File: src/rtl/rv32_pkg.sv
// Shared RV32 fetch definitions: word size, fetch FSM states and the
// instruction-memory address legality check.
package rv32_pkg;

  localparam int XLEN = 32;
  localparam logic [XLEN-1:0] INSTR_NOP = 32'h0000_0013;

  typedef enum logic [1:0] {
    BOOT,
    RUN,
    FAULT
  } fetch_state_e;

  // A fetch address is legal when word-aligned and inside the memory depth.
  function automatic logic addr_ok(input logic [XLEN-1:0] addr,
                                   input logic [XLEN-1:0] words);
    return (addr[1:0] == 2'b00) && ({2'b00, addr[XLEN-1:2]} < words);
  endfunction

endpackage

File: src/rtl/fetch_out_reg.sv
// Valid/ready output stage toward decode: holds one fetched instruction and
// its PC, with a flush that beats a load and a handshake that drains it.
module fetch_out_reg
  import rv32_pkg::*;
(
  input  logic            clk,
  input  logic            rst_n,
  input  logic            flush,
  input  logic            load,
  input  logic            ready,
  input  logic [XLEN-1:0] load_instr,
  input  logic [XLEN-1:0] load_pc,
  output logic            valid,
  output logic [XLEN-1:0] instr,
  output logic [XLEN-1:0] pc
);

  // Payload only changes on a load, so a stalled beat stays stable.
  always_ff @(posedge clk) begin
    if (!rst_n) begin
      valid <= 1'b0;
      instr <= '0;
      pc    <= '0;
    end else if (flush) begin
      valid <= 1'b0;
    end else if (load) begin
      valid <= 1'b1;
      instr <= load_instr;
      pc    <= load_pc;
    end else if (ready) begin
      valid <= 1'b0;
    end
  end

endmodule

File: src/rtl/imem_fetch_ctrl.sv
// Fetch sequencer for a combinationally read instruction memory: owns the PC,
// handles redirects and backpressure, and latches a sticky fault on bad addresses.
module imem_fetch_ctrl
  import rv32_pkg::*;
#(
  parameter logic [31:0] RESET_PC  = 32'h0000_0000,
  parameter int unsigned MEM_WORDS = 256
) (
  input  logic        clk,
  input  logic        rst_n,
  output logic [31:0] imem_addr,
  input  logic [31:0] imem_instr,
  input  logic        redirect_valid,
  input  logic [31:0] redirect_pc,
  output logic        out_valid,
  input  logic        out_ready,
  output logic [31:0] out_instr,
  output logic [31:0] out_pc,
  output logic        fault,
  output logic [31:0] fault_pc
);

  localparam logic [XLEN-1:0] WORDS = XLEN'(MEM_WORDS);

  fetch_state_e    state;
  logic [XLEN-1:0] pc_q;

  logic redirect_take;
  logic redirect_bad;
  logic fetch_try;
  logic pc_bad;
  logic fetch_go;
  logic fault_entry;
  logic flush;

  // Redirects outrank fetching; a bad address anywhere kills the output stage.
  always_comb begin
    redirect_take = (state != FAULT) && redirect_valid;
    redirect_bad  = !addr_ok(redirect_pc, WORDS);
    fetch_try     = (state == RUN) && !redirect_valid && (!out_valid || out_ready);
    pc_bad        = !addr_ok(pc_q, WORDS);
    fetch_go      = fetch_try && !pc_bad;
    fault_entry   = (redirect_take && redirect_bad) || (fetch_try && pc_bad);
    flush         = redirect_take || fault_entry;
  end

  always_ff @(posedge clk) begin
    if (!rst_n) begin
      state    <= BOOT;
      pc_q     <= RESET_PC;
      fault    <= 1'b0;
      fault_pc <= '0;
    end else begin
      case (state)
        BOOT, RUN: begin
          if (redirect_take) begin
            if (redirect_bad) begin
              state    <= FAULT;
              fault    <= 1'b1;
              fault_pc <= redirect_pc;
            end else begin
              state <= RUN;
              pc_q  <= redirect_pc;
            end
          end else if (state == BOOT) begin
            state <= RUN;
          end else if (fetch_try) begin
            // The range check stops the PC before the add could ever wrap.
            if (pc_bad) begin
              state    <= FAULT;
              fault    <= 1'b1;
              fault_pc <= pc_q;
            end else begin
              pc_q <= pc_q + 32'd4;
            end
          end
        end
        FAULT: begin
          state <= FAULT;
        end
        default: begin
          state <= BOOT;
        end
      endcase
    end
  end

  assign imem_addr = pc_q;

  fetch_out_reg u_out_reg (
    .clk        (clk),
    .rst_n      (rst_n),
    .flush      (flush),
    .load       (fetch_go),
    .ready      (out_ready),
    .load_instr (imem_instr),
    .load_pc    (pc_q),
    .valid      (out_valid),
    .instr      (out_instr),
    .pc         (out_pc)
  );

endmodule

File: config.mk
export PLATFORM = sky130hd
export DESIGN_NAME = imem_fetch_ctrl
export DESIGN_NICKNAME = d
export VERILOG_FILES = /design/src/rtl/rv32_pkg.sv /design/src/rtl/fetch_out_reg.sv /design/src/rtl/imem_fetch_ctrl.sv
export SDC_FILE = /design/constraint.sdc
export NUM_CORES = 1
export LEC_CHECK = 0
export ABC_CLOCK_PERIOD_IN_PS = 2450
export CORE_ASPECT_RATIO = 0.6
export CORE_MARGIN = 5
export CORE_UTILIZATION = 44
export CTS_CLUSTER_SIZE = 24
export DETAILED_ROUTE_END_ITERATION = 10
export GPL_TIMING_DRIVEN = 1
export PLACE_DENSITY = 0.83
export SYNTH_ARGS = -nofsm -noshare
export SYNTH_HDL_FRONTEND = slang
export SYNTH_SLANG_ARGS = --single-unit
export TNS_END_PERCENT = 5
File: constraint.sdc
create_clock -name clk -period 2.45 [get_ports clk]
set_clock_uncertainty 0.15 [all_clocks]
set_input_delay 0.49 -clock clk [delete_from_list [all_inputs] [get_ports clk]]
set_output_delay 0.49 -clock clk [all_outputs]
set_load 0.01 [all_outputs]
After elaboration in Yosys (flattened, before gate mapping) --
Cells that the tools add are included.
Storage, ports and cells: bits of input ports 68, bits in registers 132, logic and storage cells 71, output and inout port bits 130
Cells by class: equality and inequality tests 9, $add $sub $neg 1, multiplexer cells 23, $lt $le $gt $ge 2, reductions and logical operators 27, bitwise operators 2
Operators with widths (count):
- $mux 32 | 10
- $lt 30x9->1 const B | 2
- $add 32x3->32 const B | 1
- $mux 2 | 5
- $reduce_and 5->1 | 2
- $logic_and 1x1->1 | 8
- $ne 2x2->1 const B | 4
- $ne 4x4->1 const B | 2
- $mux 1 | 7
- $logic_not 2->1 | 3
- $reduce_bool 2->1 | 3
- $logic_not 1->1 | 4
- $pmux 2 s2 | 1
- $reduce_and 2->1 | 2
- $reduce_or 2->1 | 2
- $logic_or 1x1->1 | 3
- $eq 2x1->1 const B | 1
- $eq 2x2->1 const B | 1
- $ne 2x1->1 const B | 1
- $not 1->1 | 2

Longest topological paths before layout --
depth after elaboration 8, gate-level depth with buffers 7

Hierarchy --
From an unflattened synthesis, not the netlist that was laid out.
Second synthesis, totals: cells, all modules 588, area, all modules 5725.5 µm²
Modules (own cells, without submodules):
- imem_fetch_ctrl | instances 1, area each 3055.4 µm², seq. area each 1341.3 µm², cells an instance 306
- fetch_out_reg | instances 1, area each 2670.1 µm², seq. area each 1301.2 µm², cells an instance 282

Worst setup path after synthesis --
OpenSTA, ideal clock, no wires.
path type register -> register, start point register pc_q[25] (netlist: imem_addr[25]), end point register u_out_reg.instr[0], cell stages (with the launch flop) 8, library setup time 132 ps, slack 335 ps, arrival 1832 ps, buffers on the path 2, path through dfxtp_1 -> nor4_4 -> nand4_4 -> or4_4 -> buf_6 -> buf_2 -> nand2_1 -> a21oi_1
On the way: word-level cells in the longest chain between the ends 8
RTL lines:
- start, declared | line imem_fetch_ctrl.sv:26 | logic [XLEN-1:0] pc_q;
- start signal, assigned | line imem_fetch_ctrl.sv:63 | pc_q <= redirect_pc;
- start signal, assigned | line imem_fetch_ctrl.sv:74 | pc_q <= pc_q + 32'd4;
- $lt 30x9->1 (*) | line rv32_pkg.sv:17 | return (addr[1:0] == 2'b00) && ({2'b00, addr[XLEN-1:2]} < words);
- $logic_and 1x1->1 (*) | line rv32_pkg.sv:17
- $logic_not 1->1 | line imem_fetch_ctrl.sv:41 | pc_bad = !addr_ok(pc_q, WORDS);
- $logic_and 1x1->1 | line imem_fetch_ctrl.sv:43 | fault_entry = (redirect_take && redirect_bad) || (fetch_try && pc_bad);
- $logic_or 1x1->1 | line imem_fetch_ctrl.sv:43
- $logic_or 1x1->1 | line imem_fetch_ctrl.sv:44 | flush = redirect_take || fault_entry;
- $not 1->1 (no source line)
- $reduce_and 2->1 (no source line) (*)
- end signal, assigned | line fetch_out_reg.sv:28 | instr <= load_instr;
- end, declared | line fetch_out_reg.sv:14 | output logic [XLEN-1:0] instr,
Every way passes the cells marked *; elsewhere a longest branch is shown, timed or not. A chain may end at the register's enable or synchronous reset.

Worst setup path in the final report --
start point input port redirect_pc[13], end point register pc_q[8] (netlist: imem_addr[8])
On the way: word-level cells in the longest chain between the ends 4
RTL lines:
- start, declared | line imem_fetch_ctrl.sv:14 | input logic [31:0] redirect_pc,
- $lt 30x9->1 | line rv32_pkg.sv:17
- $logic_and 1x1->1 | line rv32_pkg.sv:17
- $ne 2x1->1 (no source line)
- $reduce_and 5->1 (no source line)
No other way between the ends.

==> reports/qor.txt <==
status: finished, final reports clean
CTS Sinks: 132
CP max stage delay: 0.46 ns
Total Power: 5.30 mW
grt total ovfl: 0
Starting Density: 45.4%
Mapped Cells: 545
Storage cell area: 2640 sq um
full die area: 14100 sq um
Hold WC Path Type: reg -> reg
die height: 93.9 um
# rows: 30
first-pass GRT wire length: 27600 um
placed cells: 899
crit path time final: 2.35 ns
post-detail-place hpwl: 12500 um
Slowest-stage cell, CP: clkdlybuf4s50_1
final worst-path cycle share: 96.1%
Worst slew margin: 70.2%
Yosys reg bits: 132
leakage power: 3.10 nW
P per Cell Area: 656 nW/um^2
critical path class: in -> reg
Most used DFF post-synth: dfxtp_1
Design Area, Final: 8070 sq um
post-synthesis compound-gate area fraction: 15.6%
startpoint types: primary input
delay-heaviest family, CP: buffers and inverters
core area: 11400 sq um
Post-CTS Setup Bufs: 0
initial antenna violation count: 0
Total GRT Usage: 24.7%
Synth area leaders: dfxtp_1 (51%), nand2_1 (7.6%), mux2i_1 (4.8%)
Synth async-reset ratio: 0%
Resized cells post-CTS: 0
Layout area overhead: 56.2%
Final Util: 71.0%
area of the multi-input gates: 2320 sq um
synth cell count leaders: dfxtp_1 (132), nand2_1 (105), a21oi_1 (48), clkbuf_1 (29), and3_1 (27)
vias per cell: 5.39
Bufs on Longest Clock Path: 2
DR vias: 5015
adder-cell share of the synthesized area: 0.242%
clock slew at reported path FFs: 0.06 ns
Final Non-Filler Cells: 931
pin count of the biggest net entering global routing: 54
H-tree depth: 4
total of max-cap violations: 0
Max Slew Vio Count: 0
Seq/Total Area, Yosys: 51.2%
most used cell, CP: buf_4
Routed Antenna Nets: 0
unrepaired setup endpoints after global routing: no
placed cell area: 7500 sq um
Synth Area in XOR/XNOR: 0%
Cell Chain, Critical Path: clkdlybuf4s50_1, nor4_1, buf_4, nand4_1, buf_4, o32a_1, o311a_1, a31o_1
Crit. End Element: flop
Slew @ Worst Pin: 0.445 ns
Initial DRT Pass Iterations: 5
Synth cell types: 49
Synthesized Nets: 614
number of synthesized flops with an enable pin: 0
Avg Inst Size Synth: 9.48 sq um
Filler cells: 841
hold buffer count at CTS: 0
most frequent cell after synthesis: dfxtp_1
clock latency on the worst-skew pair: 0.41 ns
area share of the largest cell type after synthesis: 51.2%
Ports: 198
Clock Tree Root: clkbuf_16
crit-path max FO: 5
Post-layout nets: 827
Buf/Inv on CP: 3
CTS tree: done
vias in the first global route: 5082
IO Port Bufs: 197
1st-iter DRT viols: 405
Inserted Clock Buffers: 17
WP data required: 2.60 ns
final hold vios: 0
Yosys top cell by area: dfxtp_1
final setup vio count: 0
Peak Freq: 0.425 GHz
Synth Area in Simple Gates: 24.0%
setup TNS: 0 ns
Cell Area, Synth: 5160 sq um
largest family of logic cells by synthesized area: simple AND/OR/NAND/NOR gates
drc violations: 0
multiplexer share of the synthesized area: 5.06%
WL/cell: 18.6 um
GP Congestion: 0.908
Critical Path AT: 2.50 ns
Die Wd: 150 um
Worst VDD drop: 0.000564 V
Antenna Cells: 0
YS warnings: 0
layout cells sized above 1: 10.8%
Routed WL: 17300 um
-- final timing paths --
check | startpoint | end | slack (ns) | cells past startpoint
max reg2reg | imem_addr[20]$_SDFFE_PN0P_ | u_out_reg.pc[12]$_SDFFE_PN0P_ | 0.19 | 5
min reg2reg | u_out_reg.pc[2]$_SDFFE_PN0P_ | u_out_reg.pc[2]$_SDFFE_PN0P_ | 0.30 | 2
max | redirect_pc[13] | imem_addr[8]$_SDFFE_PN0P_ | 0.1 | 8
min | u_out_reg.pc[2]$_SDFFE_PN0P_ | u_out_reg.pc[2]$_SDFFE_PN0P_ | 0.30 | 2
-- report_power, final --
| group | internal, mW | switching (mW) | total (mW) |
|---|---|---|---|
| sequential | 2.21 | 0.0349 | 2.24 |
| clock | 1.43 | 1.03 | 2.46 |
| combinational | 0.320 | 0.279 | 0.599 |
-- sequential cells by signal, indices dropped and copies added (netlist names) --
register and count:
state 2, u_out_reg.pc 32, u_out_reg.valid 1, imem_addr 32, fault_pc 32, u_out_reg.instr 32, fault 1
-- stage by stage --
step | setup slack, ns | hold WS (ns)
CTS | 0.128 | 0.301
global placement | -0.228 | 0.288
global route | 0.00393 | 0.315
floorplan | 0.335 | 0.326
finish | 0.0965 | 0.298
detailed placement | -0.278 | 0.294
-- layout make-up --
type,instances,area share (%)
Clock buffer,18,5.32
Inverter,3,0.140
Clock inverter,14,1.77
Multi-Input combinational cell,367,28.8
Timing Repair Buffer,237,28.8
Tap cell,160,2.48
Sequential cell,132,32.7
-- cell families after synthesis --
group | count (synthesis)
AND/OR/NAND/NOR | 221
flip-flops | 132
AO/OA/AOI/OAI | 119
buffers and inverters | 46
multiplexers | 26
adder cells (fa/ha/maj) | 1
-- layer usage --
layer  up-vias  wire length (um)  track usage (%)
li1       2370                 -                -
met2       213              7730             38.1
met4         0               198             7.23
met5         -                 0                0
met3        22              1610             8.20
met1      2410              7770             33.1
-- layout by cell type (no fill, tap or decap), types with 2 or more instances in the layout --
cell type,count
a211o_1,2
a211oi_1,25
a21boi_0,2
a21oi_1,48
a221o_1,7
a22o_1,2
and2_1,24
and3_1,27
and3b_1,23
buf_12,4
buf_4,36
clkbuf_16,17
clkdlybuf4s50_1,197
clkinv_4,3
clkinvlp_4,2
dfxtp_1,132
inv_1,2
inv_6,5
inv_8,2
mux2i_1,25
nand2_1,105
nand2b_1,2
nand3_1,12
nor2_1,8
nor4_1,8
nor4_4,5
o2111a_1,2
o21a_1,3
o21ai_0,10
o2bb2ai_1,2
o31ai_1,3
-- worst min-delay path, stage by stage, from the launching register on --
cell and delay [ns]:
dfxtp_1 0.30, nand2_1 0.05, a21oi_1 0.05
No activity file was read; power rests on OpenSTA's default activity.
